[src/rtl/booth_radix4_multiplier.sv]
// Sequential radix-4 Booth multiplier: two multiplier bits retired per cycle,
// signed/unsigned operands, valid/ready handshake on operands and on the result.
module booth_radix4_multiplier #(
  parameter int WIDTH = 16
) (
  input  logic               clk,
  input  logic               reset,
  input  logic               in_valid,
  output logic               in_ready,
  input  logic [WIDTH-1:0]   in_A,
  input  logic [WIDTH-1:0]   in_B,
  input  logic               signed_mode,
  output logic               out_valid,
  input  logic               out_ready,
  output logic [2*WIDTH-1:0] product,
  output logic               busy
);

  // Handshakes: a transfer happens on a rising edge where valid and ready are
  // both high. in_ready is high only in IDLE; out_valid is high only in DONE and
  // stays high with product stable until out_ready is seen on an edge.

  localparam int EXT   = WIDTH + 2;
  localparam int PPW   = WIDTH + 3;
  localparam int ACCW  = WIDTH + 4;
  localparam int CW    = $clog2(WIDTH / 2 + 1);
  localparam logic [CW-1:0] LAST = CW'(WIDTH / 2);

  typedef enum logic [1:0] {IDLE, CALC, DONE} state_t;

  state_t              state;
  state_t              state_next;
  logic [EXT-1:0]      mcand;
  logic [EXT-1:0]      mplier;
  logic                prev;
  logic [ACCW-1:0]     acc;
  logic [CW-1:0]       cnt;

  logic [2:0]          trip;
  logic [PPW-1:0]      m1;
  logic [PPW-1:0]      m2;
  logic [PPW-1:0]      pp;
  logic [ACCW-1:0]     sum;
  logic [ACCW-1:0]     acc_next;
  logic [EXT-1:0]      mplier_next;

  always_ff @(posedge clk) begin
    if (reset) state <= IDLE;
    else       state <= state_next;
  end

  always_comb begin
    state_next = state;
    case (state)
      IDLE:    if (in_valid)    state_next = CALC;
      CALC:    if (cnt == LAST) state_next = DONE;
      DONE:    if (out_ready)   state_next = IDLE;
      default:                  state_next = IDLE;
    endcase
  end

  assign in_ready  = (state == IDLE);
  assign out_valid = (state == DONE);
  assign busy      = (state != IDLE);

  // Booth digit select on {B[2i+1], B[2i], B[2i-1]}; prev holds B[2i-1].
  assign trip = {mplier[1:0], prev};
  assign m1   = {mcand[EXT-1], mcand};
  assign m2   = {mcand, 1'b0};

  always_comb begin
    pp = '0;
    case (trip)
      3'b001, 3'b010: pp = m1;
      3'b011:         pp = m2;
      3'b100:         pp = ~m2 + PPW'(1);
      3'b101, 3'b110: pp = ~m1 + PPW'(1);
      default:        pp = '0;
    endcase
  end

  // Add into the high half, then shift {acc, mplier} right by 2 arithmetically;
  // low product bits migrate into mplier as its bits are consumed.
  assign sum         = acc + {{(ACCW - PPW){pp[PPW-1]}}, pp};
  assign acc_next    = {{2{sum[ACCW-1]}}, sum[ACCW-1:2]};
  assign mplier_next = {sum[1:0], mplier[EXT-1:2]};

  always_ff @(posedge clk) begin
    if (reset) begin
      mcand   <= '0;
      mplier  <= '0;
      prev    <= 1'b0;
      acc     <= '0;
      cnt     <= '0;
      product <= '0;
    end else begin
      case (state)
        IDLE: begin
          if (in_valid) begin
            mcand  <= signed_mode ? {{2{in_A[WIDTH-1]}}, in_A} : {2'b00, in_A};
            mplier <= signed_mode ? {{2{in_B[WIDTH-1]}}, in_B} : {2'b00, in_B};
            prev   <= 1'b0;
            acc    <= '0;
            cnt    <= '0;
          end
        end
        CALC: begin
          acc    <= acc_next;
          mplier <= mplier_next;
          prev   <= mplier[1];
          cnt    <= cnt + CW'(1);
          if (cnt == LAST) product <= {acc_next[WIDTH-3:0], mplier_next};
        end
        default: ;
      endcase
    end
  end

endmodule

[config.mk]
export PLATFORM = sky130hd
export DESIGN_NAME = booth_radix4_multiplier
export DESIGN_NICKNAME = d
export VERILOG_FILES = /design/src/rtl/booth_radix4_multiplier.sv
export SDC_FILE = /design/constraint.sdc
export NUM_CORES = 1
export LEC_CHECK = 0
export BUFFER_PORTS_ARGS = -buffer_cell sky130_fd_sc_hd__buf_2
export CAP_MARGIN = 20
export CORE_UTILIZATION = 40
export DETAILED_ROUTE_END_ITERATION = 16
export PLACE_DENSITY_LB_ADDON = 0.2
export SLEW_MARGIN = 20
export SYNTH_ARGS = -nofsm -noshare
export SYNTH_HDL_FRONTEND = slang
export SYNTH_SLANG_ARGS = --single-unit
[constraint.sdc]
create_clock -name clk -period 4.7 [get_ports clk]
set_input_delay 0.94 -clock clk [delete_from_list [all_inputs] [get_ports clk]]
set_output_delay 0.94 -clock clk [all_outputs]
set_load 0.01 [all_outputs]
==> impl_metrics.env, run 1 <==
export IMPL_grt_pass1_vias=5034
export IMPL_grtUsageMet3_pct=3.62
export IMPL_worst_path_largest_cell_delay_ns=0.48
export IMPL_io_buffers=71
export IMPL_root_buffer="clkbuf_16"
export IMPL_synth_flop_cell="dfxtp_1"
export IMPL_start_util_pct=41.0
export IMPL_power_density_nw_per_um2=329
export IMPL_clk_latency_ns=0.35
export IMPL_multi_input_area_um2=3290
export IMPL_clk_pin_slew_ns=0.07
export IMPL_finalNonFillerCells=938
export IMPL_area_growth_pct=14.1
export IMPL_synth_warnings=0
export IMPL_ctsHoldBuffers=0
export IMPL_top_usage_layer="met2"
export IMPL_grt_pass1_wl_um=24400
export IMPL_peakVddDrop_uv=225
export IMPL_synth_seq_area_share_pct=34.1
export IMPL_critical_path_arrival_ns=4.33
export IMPL_dp_cells=922
export IMPL_period_minus_slack_ns=4.08
export IMPL_postCtsSetupBuffers=0
export IMPL_cp_start_kind="flop"
export IMPL_hold_viol=0
export IMPL_fmax_ghz=0.245
export IMPL_synth_edff_count=0
export IMPL_drive_gt1_share_pct=15.0
export IMPL_rows=42
export IMPL_ys_ff_latch=92
export IMPL_cp_required_ns=4.95
export IMPL_grt_max_degree=71
export IMPL_cp_max_fo=5
export IMPL_yosys_area_top_type="dfxtp_1"
export IMPL_criticalPathCategory="reg -> reg"
export IMPL_die_w_um=118
export IMPL_die_y_um=118
export IMPL_final_antenna_net_count=0
export IMPL_synth_fp_nets=776
export IMPL_fin_tns_setup_ns=0
export IMPL_yosys_top_cells_area="dfxtp_1 34%, nand2_1 11%, a21oi_1 7.4%, ha_1 5.1%, xnor2_1 3.7%"
export IMPL_p_leak_uw=0.00248
export IMPL_finClkSkew_ns=0.00727
export IMPL_ys_async_sr_fraction_pct=0
export IMPL_endpoint_kind="flop"
export IMPL_cts_resized=0
export IMPL_max_cap_violations=0
export IMPL_dp_hpwl_um=10400
export IMPL_utilization_pct=46.8
export IMPL_clock_sinks=92
export IMPL_slowest_stage="or4b_1"
export IMPL_gr_usage_met2_pct=37.0
export IMPL_via_per_inst=5.64
export IMPL_synth_area_um2=5410
export IMPL_crit_chain="inv_1, ha_1, or4b_1, or4_4, nand2_1, xor2_1, o22ai_1, o21a_1, ha_1, nand3_1, nor3b_1, a21oi_1, o41ai_1, xor2_1, a22o_1"
export IMPL_use_met1_pct=27.2
export IMPL_run_status="finished clean"
export IMPL_period_share_pct=86.9
export IMPL_fin_nets=817
export IMPL_critical_path_top_delay_family="simple AND/OR/NAND/NOR gates"
export IMPL_drc=0
export IMPL_drv_slew=0
export IMPL_ios=72
export IMPL_avgSynthCellArea_um2=7.55
export IMPL_cts_path_max_buffers=2
export IMPL_grt_ovfl_total=0
export IMPL_seq_area_um2=1840
export IMPL_num_vias=5286
export IMPL_antennaDiodeCount=0
export IMPL_cts_tree="done"
export IMPL_syn_inst=716
export IMPL_relSlewSlack_pct=31.9
export IMPL_crit_buf_inv=1
export IMPL_wire_per_inst_um=15.8
export IMPL_gp_congestion=0.917
export IMPL_die_area_um2=14000
export IMPL_ctsHtreeMaxLevel=3
export IMPL_yosysTopAreaCellShare_pct=34.1
export IMPL_hold_path_class="reg -> reg"
export IMPL_track_usage_pct=21.7
export IMPL_rsz0062_at_grt="no"
export IMPL_setup_viol_count_final=0
export IMPL_worstMarginPinSlew_ns=1.02
export IMPL_fill_cells=1324
export IMPL_antenna_found_initial=0
export IMPL_core_area_um2=13200
export IMPL_numCtsBuffers=9
export IMPL_yosysUniqueCellTypes=61
export IMPL_totalWireLength_um=14800
export IMPL_drt_pass1_iter_count=4
export IMPL_drtIter0Drc=332
export IMPL_fin_hold_ws_ns=0.453
## state kept, by name, indices dropped and copies added, names as in the netlist
| register | count |
|---|---|
| cnt | 4 |
| prev | 1 |
| mcand | 17 |
| acc | 18 |
| state | 2 |
| product | 32 |
| mplier | 18 |
## per-stage QoR
| step | worst slack, ns | power (uW) | cell area [um^2] |
|---|---|---|---|
| after floorplan | 0.826 | 1180 | 5410 |
| after global placement | 0.758 | 1270 | 5870 |
| after detailed placement | 0.652 | 1280 | 5870 |
| after CTS | 0.658 | 2040 | 6170 |
| after global routing | 0.319 | 2120 | 6170 |
| final | 0.616 | 2030 | 6170 |
## placed cells by master (no fill, tap or decap), types with 14 or more instances in the layout
| cell | Yosys | layout |
|---|---|---|
| ha_1 | 22 | 22 |
| a311oi_1 | 16 | 16 |
| xnor2_1 | 23 | 23 |
| nor3_1 | 16 | 15 |
| nand3_1 | 20 | 20 |
| dfxtp_1 | 92 | 92 |
| nor2_1 | 51 | 51 |
| o21ai_0 | 17 | 17 |
| nand2_1 | 161 | 161 |
| a21oi_1 | 80 | 80 |
| buf_4 | 0 | 14 |
| buf_2 | 5 | 71 |
## per-layer routing
metal	share of wire (%)	up-vias	wire length, um
met2	48	127	7110
li1	-	2620	-
met3	4.3	21	636
met1	46	2518	6790
met5	0	-	0
met4	2.0	0	299
## area by class of cell
| class | count | share of cell area [%] |
|---|---|---|
| multi-input cells | 556 | 53.4 |
| well taps | 176 | 3.57 |
| clock buffers | 13 | 4.22 |
| clock inverters | 3 | 0.710 |
| flip-flops and latches | 92 | 29.9 |
| inverters | 13 | 0.791 |
| repair buffers | 85 | 7.46 |
## power breakdown
part	internal, uW	switching [uW]
combinational	163	255
clock	443	316
sequential	812	38.4
## cells in the mapped netlist (9+ instances only)
cell type,instances
a211oi_1,11
a21oi_1,80
a22o_1,9
a311oi_1,16
a31oi_1,9
clkbuf_1,46
dfxtp_1,92
ha_1,22
inv_1,12
nand2_1,161
nand3_1,20
nor2_1,51
nor3_1,16
o21a_1,9
o21ai_0,17
xnor2_1,23
xor2_1,11
## cells by family after synthesis
kind of cell / count (synthesis) / synth area share, %
and+or+nand+nor: 293 / 24.7
AOI/OAI and AO/OA: 199 / 23.8
DFF: 92 / 34.1
buffers and inverters: 68 / 5.11
xor gates and xnor gates: 34 / 5.51
adders and majority gates: 23 / 5.46
muxes: 7 / 1.39
## worst paths after layout
kind	depth (start not counted)	startpoint	slack, ns	end
worst min-delay path	2	product[21]	0.45	product[21]
worst min register to register	2	product[21]	0.45	product[21]
worst max-delay path	15	mcand[0]	0.62	acc[14]
worst max register to register	15	mcand[0]	0.62	acc[14]
## worst min-delay path, delay by kind of cell, from the launching register on
family | cells | cell delay, ns
AND/OR/NAND/NOR | 1 | 0.05
flip-flops | 1 | 0.31
AO/OA/AOI/OAI | 1 | 0.05
(Power assumes the default switching activity.)
==> run 2: changes to the inputs <==
GPL_TIMING_DRIVEN = 0   (was not set)
clock period = 4.2 ns   (was 4.7 ns; I/O delays follow)
==> impl_metrics.env, run 2 (synthesis gave the netlist of run 1 again) <==
export IMPL_switching_power_uw=729
export IMPL_criticalPathCategory="reg -> reg"
export IMPL_peakVddDrop_uv=241
export IMPL_endpoint_kind="flop"
export IMPL_hold_viol=0
export IMPL_grt_ovfl_total=0
export IMPL_dp_hpwl_um=12200
export IMPL_critical_path_arrival_ns=4.20
export IMPL_largest_register_ffs=32
export IMPL_start_util_pct=41.0
export IMPL_min_delay_start="product[17]"
export IMPL_grt_pass1_vias=5325
export IMPL_r2r_start="mcand[1]"
export IMPL_track_usage_pct=23.6
export IMPL_antennaDiodeCount=0
export IMPL_final_common_cell="nand2_1"
export IMPL_antenna_found_initial=0
export IMPL_fmax_ghz=0.252
export IMPL_worstReg2RegEnd="acc[16]"
export IMPL_cell_internal_pwr_uw=1660
export IMPL_p_comb_share_pct=21.9
export IMPL_ios=72
export IMPL_cts_path_max_buffers=2
export IMPL_root_buffer="clkbuf_16"
export IMPL_period_minus_slack_ns=3.96
export IMPL_finClkSkew_ns=0.00638
export IMPL_drive_gt1_share_pct=15.5
export IMPL_hold_path_endpoint="product[17]"
export IMPL_clk_pin_slew_ns=0.07
export IMPL_rrSetupSlack_ns=0.24
export IMPL_totalWireLength_um=16500
export IMPL_rsz0062_at_grt="no"
export IMPL_worstMarginPinSlew_ns=0.946
export IMPL_rows=42
export IMPL_drtIter0Drc=401
export IMPL_io_buffers=71
export IMPL_die_w_um=118
export IMPL_p_clk_share_pct=38.7
export IMPL_grt_pass1_wl_um=26500
export IMPL_period_share_pct=94.4
export IMPL_die_area_um2=14000
export IMPL_p_sw_share_pct=30.5
export IMPL_relSlewSlack_pct=36.5
export IMPL_drv_slew=0
export IMPL_regMostFlops="product"
export IMPL_cp_required_ns=4.44
export IMPL_core_area_um2=13200
export IMPL_place_ws_ns=-0.237
export IMPL_via_per_inst=5.64
export IMPL_run_status="finished clean"
export IMPL_clk_latency_ns=0.35
export IMPL_hold_path_class="reg -> reg"
export IMPL_whs_path_depth=2
export IMPL_setup_worst_path_start="mcand[1]"
export IMPL_p_total_uw=2390
export IMPL_area_growth_pct=18.6
export IMPL_grt_max_degree=16
export IMPL_drc=0
export IMPL_max_cap_violations=0
export IMPL_fin_tns_setup_ns=0
export IMPL_setup_slack_ns=0.237
export IMPL_gp_congestion=0.915
export IMPL_power_density_nw_per_um2=373
export IMPL_fin_hold_ws_ns=0.452
export IMPL_power_share_sequential_pct=39.3
export IMPL_cp_max_fo=6
export IMPL_num_vias=5518
export IMPL_clock_sinks=92
export IMPL_numCtsBuffers=9
export IMPL_final_antenna_net_count=0
export IMPL_wire_per_inst_um=16.9
export IMPL_mostFrequentLayoutCells="161 x nand2_1, 92 x dfxtp_1, 78 x a21oi_1"
export IMPL_cp_start_kind="flop"
export IMPL_ctsHtreeMaxLevel=3
export IMPL_setup_viol_count_final=0
export IMPL_die_y_um=118
export IMPL_reg_top3="product x32, acc x18, mplier x18"
export IMPL_reg2regPathDepth=16
export IMPL_cts_tree="done"
export IMPL_fin_nets=857
export IMPL_p_leak_uw=0.00254
export IMPL_ctsHoldBuffers=0
export IMPL_drt_pass1_iter_count=7
run 2: worst max-delay path: stages, from the launching register on:
cell,delay (ns)
dfxtp_1,0.35
inv_2,0.10
ha_2,0.21
or4b_1,0.44
buf_4,0.20
or4_4,0.43
nand2_1,0.12
xor2_2,0.18
o22ai_1,0.10
o21a_1,0.24
ha_4,0.33
nand3_4,0.11
nor3b_4,0.25
nand4_1,0.20
a21oi_2,0.21
nor3_1,0.07
o41ai_1,0.31
run 2: final cells by class:
cell class              count  area, um^2
well taps                 176         220
plain buffers              53         224
flip-flops and latches     92        1840
clock buffers              12         256
clock inverters             4        80.1
fillers                  1318        6780
repair buffers             72         363
multi-input cells         556        3380
inverters                  13        48.8
run 2: repair_timing:
item                       in CTS  in global routing
buffers inserted                0                  1
setup endpoints to repair       6                 21
pin swaps                       2                  5
resized for setup               4                 19
run 2: how the worst max path moves through the flow:
stage          cells past startpoint       to
6_report                          16  acc[16]
5_1_grt                           16  acc[15]
4_1_cts                           16  acc[14]
3_5_place_dp                      16  acc[14]
3_3_place_gp                      16  acc[14]
2_1_floorplan                     16  acc[14]
run 2: per-stage QoR:
| step | area (um^2) | util (%) | std cells |
|---|---|---|---|
| final | 6410 | 48.6 | 978 |
| after global routing | 6410 | 48.6 | 978 |
| after CTS | 6350 | 48.1 | 979 |
| after detailed placement | 5980 | 45.4 | 963 |
| after global placement | 5980 | 45.4 | 963 |
| after floorplan | 5410 | - | 716 |
run 2: power by group through the flow:
stage | clock (uW) | sequential (uW) | combinational [uW]
6_report | 927 | 941 | 525
5_1_grt | 966 | 946 | 574
4_1_cts | 933 | 941 | 506
3_3_place_gp | 0 | 959 | 488
3_5_place_dp | 0 | 960 | 496
2_1_floorplan | 0 | 950 | 368
run 2: layer usage:
| metal | vias up | track usage, % | wire length (um) |
|---|---|---|---|
| li1 | 2699 | - | - |
| met1 | 2634 | 29.7 | 7380 |
| met2 | 151 | 39.7 | 7960 |
| met3 | 34 | 3.57 | 647 |
| met4 | 0 | 10.7 | 516 |
| met5 | - | 0 | 0 |
